## src/rtl/view_compositor_pkg.sv

```systemverilog
// Shared types and helper predicates for the multi-view compositor.
// Latency: n/a (types and pure functions only).
// Backpressure: n/a.
package view_comp_pkg;

    localparam int MAX_VIEWS = 8;

    typedef logic [11:0] rgb12_t;
    typedef logic [10:0] hcount_t;
    typedef logic [9:0]  vcount_t;

    typedef struct packed {
        logic    en;
        hcount_t x0;
        hcount_t x1;
        vcount_t y0;
        vcount_t y1;
    } window_t;

    typedef struct packed {
        hcount_t h;
        vcount_t v;
        logic    hs;
        logic    vs;
        logic    blank;
    } timing_t;

    // Half-open bounds make x0 >= x1 or y0 >= y1 an empty window for free.
    function automatic logic win_hit(window_t w, hcount_t h, vcount_t v);
        return w.en && (h >= w.x0) && (h < w.x1) && (v >= w.y0) && (v < w.y1);
    endfunction

    function automatic logic on_border(window_t w, hcount_t h, vcount_t v);
        return (h == w.x0) || (h == w.x1 - 11'd1) || (v == w.y0) || (v == w.y1 - 10'd1);
    endfunction

endpackage

```

## src/rtl/view_compositor_delay_line.sv

```systemverilog
// Fixed-depth register delay with synchronous clear; DEPTH 0 is a wire.
// Latency: DEPTH cycles.
// Backpressure: none, advances every clock.
module delay_line #(
    parameter int WIDTH = 1,
    parameter int DEPTH = 1
) (
    input  logic             clk,
    input  logic             rst,
    input  logic [WIDTH-1:0] src_dat,
    output logic [WIDTH-1:0] dly_dat
);

    generate
        if (DEPTH == 0) begin : g_wire
            assign dly_dat = src_dat;
        end else begin : g_pipe
            logic [WIDTH-1:0] stage [DEPTH];

            always_ff @(posedge clk) begin
                if (rst) begin
                    for (int i = 0; i < DEPTH; i++) stage[i] <= '0;
                end else begin
                    stage[0] <= src_dat;
                    for (int i = 1; i < DEPTH; i++) stage[i] <= stage[i-1];
                end
            end

            assign dly_dat = stage[DEPTH-1];
        end
    endgenerate

endmodule

```

## src/rtl/view_compositor.sv

```systemverilog
// Aligns N view streams plus VGA timing to MAX_LAT, picks the lowest-index window hit per pixel.
// Latency: MAX_LAT+1 cycles from coordinates to pins. Optional border: COMPOSITOR_BORDER_EN.
// Backpressure: none, one pixel per clock; window set shadowed on aligned vsync rise.
module view_compositor
    import view_comp_pkg::*;
#(
    parameter int                        NUM_VIEWS    = 3,
    parameter logic [0:NUM_VIEWS-1][3:0] VIEW_LAT     = {4'd4, 4'd1, 4'd2},
    parameter int                        MAX_LAT      = 8,
    parameter logic [11:0]               BORDER_COLOR = 12'hFFF
) (
    input  logic                      clk_in,
    input  logic                      rst_in,
    input  logic [10:0]               hcount_in,
    input  logic [9:0]                vcount_in,
    input  logic                      hsync_in,
    input  logic                      vsync_in,
    input  logic                      blank_in,
    input  logic [NUM_VIEWS*12-1:0]   pixel_in,
    input  logic [NUM_VIEWS-1:0]      view_en,
    input  logic [NUM_VIEWS*11-1:0]   win_x0,
    input  logic [NUM_VIEWS*11-1:0]   win_x1,
    input  logic [NUM_VIEWS*10-1:0]   win_y0,
    input  logic [NUM_VIEWS*10-1:0]   win_y1,
    input  logic [11:0]               bg_color,
    output logic [3:0]                vga_r,
    output logic [3:0]                vga_g,
    output logic [3:0]                vga_b,
    output logic                      vga_hs,
    output logic                      vga_vs,
    output logic                      frame_start_out
);

    if (NUM_VIEWS < 1 || NUM_VIEWS > MAX_VIEWS) begin : g_num_err
        $error("NUM_VIEWS out of range");
    end

    timing_t                      tim_in_dat, tim_al;
    rgb12_t  [NUM_VIEWS-1:0]      view_al;
    window_t [NUM_VIEWS-1:0]      cfg_win, shadow_win;
    rgb12_t                       shadow_bg, sel;
    logic                         vs_prev, load;

    assign tim_in_dat = '{h: hcount_in, v: vcount_in, hs: hsync_in, vs: vsync_in, blank: blank_in};

    delay_line #(.WIDTH($bits(timing_t)), .DEPTH(MAX_LAT)) u_tim_dly (
        .clk     (clk_in),
        .rst     (rst_in),
        .src_dat (tim_in_dat),
        .dly_dat (tim_al)
    );

    for (genvar i = 0; i < NUM_VIEWS; i++) begin : g_view
        if (int'(VIEW_LAT[i]) > MAX_LAT) begin : g_lat_err
            $error("VIEW_LAT exceeds MAX_LAT");
        end

        delay_line #(.WIDTH(12), .DEPTH(MAX_LAT - int'(VIEW_LAT[i]))) u_pix_dly (
            .clk     (clk_in),
            .rst     (rst_in),
            .src_dat (pixel_in[i*12 +: 12]),
            .dly_dat (view_al[i])
        );

        assign cfg_win[i] = '{en: view_en[i],
                              x0: win_x0[i*11 +: 11], x1: win_x1[i*11 +: 11],
                              y0: win_y0[i*10 +: 10], y1: win_y1[i*10 +: 10]};
    end

    // Loading on the aligned edge keeps geometry constant across the whole visible frame.
    assign load = tim_al.vs && !vs_prev;

    always_ff @(posedge clk_in) begin
        if (rst_in) begin
            shadow_win      <= '0;
            shadow_bg       <= '0;
            vs_prev         <= 1'b0;
            frame_start_out <= 1'b0;
        end else begin
            vs_prev         <= tim_al.vs;
            frame_start_out <= load;
            if (load) begin
                shadow_win <= cfg_win;
                shadow_bg  <= bg_color;
            end
        end
    end

    // Walk from highest index down so the lowest-index hit is the last write.
    always_comb begin
        sel = shadow_bg;
        for (int i = NUM_VIEWS - 1; i >= 0; i--) begin
            if (win_hit(shadow_win[i], tim_al.h, tim_al.v)) begin
`ifdef COMPOSITOR_BORDER_EN
                if (on_border(shadow_win[i], tim_al.h, tim_al.v)) begin
                    sel = BORDER_COLOR;
                end else begin
                    sel = view_al[i];
                end
`else
                sel = view_al[i];
`endif
            end
        end
        if (tim_al.blank) begin
            sel = '0;
        end
    end

    always_ff @(posedge clk_in) begin
        if (rst_in) begin
            vga_r  <= '0;
            vga_g  <= '0;
            vga_b  <= '0;
            vga_hs <= 1'b1;
            vga_vs <= 1'b1;
        end else begin
            vga_r  <= sel[11:8];
            vga_g  <= sel[7:4];
            vga_b  <= sel[3:0];
            vga_hs <= ~tim_al.hs;
            vga_vs <= ~tim_al.vs;
        end
    end

endmodule

```

## config.mk

```make
export PLATFORM = sky130hd
export DESIGN_NAME = view_compositor
export DESIGN_NICKNAME = d
export VERILOG_FILES = /design/src/rtl/view_compositor_pkg.sv /design/src/rtl/view_compositor_delay_line.sv /design/src/rtl/view_compositor.sv
export SDC_FILE = /design/constraint.sdc
export NUM_CORES = 1
export LEC_CHECK = 0
export ABC_AREA = 1
export BUFFER_PORTS_ARGS = -buffer_cell sky130_fd_sc_hd__buf_4
export CAP_MARGIN = 10
export CORE_MARGIN = 2
export CORE_UTILIZATION = 35
export DETAILED_ROUTE_END_ITERATION = 10
export PLACE_DENSITY = 0.56
export SYNTH_ARGS = -nofsm -noshare
export SYNTH_HDL_FRONTEND = slang
export SYNTH_HIERARCHICAL = 1
export SYNTH_SLANG_ARGS = --single-unit
```

## constraint.sdc

```tcl
create_clock -name clk_in -period 2.2 [get_ports clk_in]
set_input_delay 0.11 -clock clk_in [delete_from_list [all_inputs] [get_ports clk_in]]
set_output_delay 0.11 -clock clk_in [all_outputs]
set_load 0.01 [all_outputs]
```

### Yosys cells after proc, flatten, opt, wreduce, memory -nomap -nowiden

Memories as Yosys holds them, arrays and structs flattened.
Cells that the tools add are included.

| operators by class | value |
|---|---|
| reductions and logical operators | 15 |
| magnitude comparators | 12 |
| bitwise operators | 27 |
| multiplexer cells | 31 |

Operator list:

| cell | count |
|---|---|
| $mux W12 | 20 |
| $mux W24 | 8 |
| $ge A11 B11 Y1 | 3 |
| $lt A11 B11 Y1 | 3 |
| $ge A10 B10 Y1 | 3 |
| $lt A10 B10 Y1 | 3 |
| $or A1 B1 Y1 | 25 |
| $logic_and A1 B1 Y1 | 13 |
| $mux W1 | 3 |
| $not A1 Y1 | 2 |
| $reduce_or A2 Y1 | 1 |
| $logic_not A1 Y1 | 1 |

| word-level totals | value |
|---|---|
| output and inout port bits | 15 |
| memories | 4 |
| logic and storage cells | 112 |
| bits in writable memories | 396 |
| register bits after elaboration | 157 |
| bits of input ports | 203 |

Memory list:

| memory | depth | bits a word | rd ports | clocked after memory_dff | wr ports | RTL line | source |
|---|---|---|---|---|---|---|---|
| u_tim_dly.g_pipe.stage | 8 | 24 | 8 | 0 | 8 | view_compositor_delay_line.sv:18 | `logic [WIDTH-1:0] stage [DEPTH];` |
| g_view[1].u_pix_dly.g_pipe.stage | 7 | 12 | 7 | 0 | 7 | view_compositor_delay_line.sv:18 |  |
| g_view[2].u_pix_dly.g_pipe.stage | 6 | 12 | 6 | 0 | 6 | view_compositor_delay_line.sv:18 |  |
| g_view[0].u_pix_dly.g_pipe.stage | 4 | 12 | 4 | 0 | 4 | view_compositor_delay_line.sv:18 |  |

### Logic depth before layout (Yosys ltp)

| logic depth | value |
|---|---|
| depth after elaboration | 8 |
| mapped depth | 19 |
| mapped depth without buffers | 18 |

### Cells and area by module

Netlist, hierarchy kept.

By module, submodules not included:

| module | area an instance (µm²) | cells an instance | times used |
|---|---|---|---|
| view_compositor | 8663.3 | 1161 | 1 |
| delay_line (u_tim_dly) | 5515.3 | 597 | 1 |
| delay_line (g_view[1].u_pix_dly) | 2487.4 | 273 | 1 |
| delay_line (g_view[2].u_pix_dly) | 2162.1 | 236 | 1 |
| delay_line (g_view[0].u_pix_dly) | 1365.1 | 149 | 1 |

### Least setup slack after synthesis

OpenSTA, ideal clock, no wires.

| path | value |
|---|---|
| kind | reg2reg |
| start point | mem u_tim_dly/g_pipe.stage[7][19] (netlist name) |
| end point | reg vga_b[0] |
| data arrival time | 1.713 ns |
| clock period less this slack | 1.822 ns |
| stages on the path, launching flop included | 16 |
| path slack | 0.378 ns |
| cell sequence | dfxtp_1 -> ha_1 -> a21o_1 -> nor2_1 -> nand2_1 -> nand2_1 -> nand3_1 -> nor2_4 -> nand2_2 -> buf_6 -> nand2_1 -> nand2_1 -> nand2_1 -> nand3_1 -> nand2_1 -> inv_1 |

RTL lines:

| what | RTL line | source |
|---|---|---|
| from (decl) | view_compositor_delay_line.sv:18 |  |
| to (signal assigned) | view_compositor.sv:120 | `vga_b <= sel[3:0];` |
| to (decl) | view_compositor.sv:28 | `output logic [3:0] vga_b,` |

==> metrics.cfg <==
[cts]
path_clk_slew_ns = 0.06
cts_buffers = 56
cts_tree = built
h-tree-depth = 2
clock_sinks = 553
clock_path_buffers = 3
clock_latency_ns = 0.62
cts-root-buf = clkbuf_16

[die]
dieArea_um2 = 59600
rows = 88
core_um2 = 57400
io_pins = 218
die_h_um = 244
fp.dieW_um = 244
start_util_pct = 35.2

[setup_path]
r2r_slack_ns = 0.08
crit_type = reg2reg
critPathRequiredTime_ns = 2.72
cp-start-kind = register
critical_path.endpoint_type = register
cp.arrival_ns = 2.64
path_max_fanout = 6

[layout]
num-nets-final = 3144
mostFrequentLayoutCells = inv_1, dfxtp_1, nor2_1
antenna_cells = 0
fillers = 5475
ff_latch_area_um2 = 11100
drive_gt1_share_pct = 15.8
multi_input_area_um2 = 6430
layout_commonest_cell = inv_1
syn_to_final_growth_pct = 32.7

[yosys]
synthSimpleGateAreaFrac_pct = 14.6
syn_area_per_cell_um2 = 8.36
syn_inst = 2416
synth_ff_type = dfxtp_1
synthAdderAreaFrac_pct = 7.44
synth_compound_area_share_pct = 8.30
synth_mux_area_share_pct = 0
yosysUniqueCellTypes = 35
synth_xor_area_share_pct = 0
synth_seq_cells = 553
synth_edf_count = 0
ys_seq_area_share_pct = 54.8
synth_top_family_by_area = buffers and inverters
syn_nets = 2739
ys_warn_count = 6
syn-cell-area_um2 = 20200
async_flop_share_pct = 0

[routing]
wire_per_inst_um = 12.9
drc = 0
vias = 14900
drtPass1Iterations = 5
drt_iter0_markers = 628
detail-route-antenna-nets = 0
avgViaCountPerCell = 4.10
drt_wl_total_um = 46700

[placed_design]
hpwl_um = 31800
io_buffers = 217
place.gp.congestion = 0.856

[pwr]
p_per_area_nw_per_um2 = 786
total_power_mw = 21.1
leakagePower_nw = 11.9
peakVddDrop_mv = 0.614

[timing]
hold_viol = 0
clock_skew_ns = 0.0203
rsz0062_at_grt = true
maxSlewHeadroom_pct = 65.2
min_period_ns = 2.12
fin_setup_tns_ns = 0
slew_violations = 0
setup_violations = 0
max_freq_mhz = 471
tightest_slew_ns = 0.516
period_share_pct = 96.5

[global_route]
grt_max_degree = 75
grt_pass1_wl_um = 75000
antenna_found_initial = 0
grt_use_total_pct = 15.5
grt-ovfl-total = 0
first_global_vias = 14700

[flow_run]
cap_violations = 0

[run_status]
status = finished clean

[hold_path]
min_path_type = in2reg

## path summary, 6_finish.rpt
check / startpoint / endpoint / depth (start not counted)
worst max-delay path: u_tim_dly/g_pipe.stage[7][23] / vga_r[1] / 13
worst min register to register: u_tim_dly/g_pipe.stage[6][10] / u_tim_dly/g_pipe.stage[7][10] / 2
worst max register to register: u_tim_dly/g_pipe.stage[7][23] / vga_r[1] / 13
worst min-delay path: pixel_in[35] / g_view[2].u_pix_dly/g_pipe.stage[0][11] / 4
## routing by layer
| metal | global-route usage [%] | up-vias | part of all wire, % |
|---|---|---|---|
| li1 | - | 8000 | - |
| met4 | 6.01 | 0 | 3.2 |
| met5 | 0 | - | 0 |
| met3 | 2.46 | 78 | 4.1 |
| met2 | 25.1 | 273 | 45 |
| met1 | 20.8 | 6538 | 48 |
## worst max-delay path, cell delays in order, from the launching register on
cell	delay, ns
dfxtp_4	0.37
ha_1	0.32
a21oi_1	0.16
o21a_1	0.15
nand2_1	0.07
nor2_2	0.11
nand3_2	0.14
nor2_4	0.28
buf_6	0.16
nand3b_1	0.07
nand2_1	0.08
inv_2	0.03
nand2_1	0.05
inv_1	0.03
## where the power goes
part / internal [mW] / switching, mW
Sequential: 10.2 / 0.0429
Clock: 5.77 / 3.99
Combinational: 0.609 / 0.475
Total: 16.6 / 4.51
## cell type report
class                   instances  share of cell area [%]
clock buffers                  77                    6.05
inverters                     566                    7.97
repair buffers                467                    15.7
well taps                     765                    3.57
multi-input cells            1177                    24.0
flip-flops and latches        553                    41.5
clock inverters                26                    1.23
## cells by family (layout without fill, tap and decap cells)
logic type / after synthesis / in the layout
AO/OA/AOI/OAI: 327 / 327
adder cells (fa/ha/maj): 120 / 120
buffers and inverters: 688 / 1136
flip-flops: 553 / 553
AND/OR/NAND/NOR: 728 / 730
## flip-flops by register name (all words and copies together) (netlist names)
signal and count:
vs_prev 1, shadow_win 129, vga_b 4, g_view.u_pix_dly/g_pipe.stage 204
vga_g 4, vga_r 4, vga_hs 1, frame_start_out 1
vga_vs 1, u_tim_dly/g_pipe.stage 192, shadow_bg 12
## timing repair
item | in CTS | in global routing
gates resized for setup | 11 | 77
endpoints found under the setup margin | 12 | 12
gates cloned | 0 | 3
pin swaps | 1 | 27
hold buffers | 204 | 0
endpoints found under the hold margin | 242 | 0
buffers inserted | 0 | 2
## synthesized netlist by cell type, types with 8 or more instances
cell	count	area [um^2]
buf_4	27	203
nand3b_1	13	97.6
buf_2	8	40.0
o21ai_0	111	556
buf_6	40	450
inv_1	551	2070
ha_1	120	1500
nor2_1	480	1800
nand2_1	159	597
nand3_1	48	240
o21ai_1	41	205
inv_2	15	56.3
a21oi_1	160	801
clkbuf_1	44	165
dfxtp_1	553	11100
nand4_1	8	50.1
## stage by stage
stage / cells / utilization [%] / setup slack, ns / area (um^2) / hold slack, ns
floorplan: 2416 / - / 0.378 / 20200 / 0.182
global placement: 3319 / 39.0 / -0.0640 / 22400 / 0.311
detailed placement: 3319 / 39.0 / -0.0662 / 22400 / 0.316
CTS: 3626 / 46.0 / 0.00888 / 26400 / 0.185
global route: 3631 / 46.7 / -0.0872 / 26800 / 0.240
finish: 3631 / 46.7 / 0.0763 / 26800 / 0.238
(Power assumes the default switching activity.)
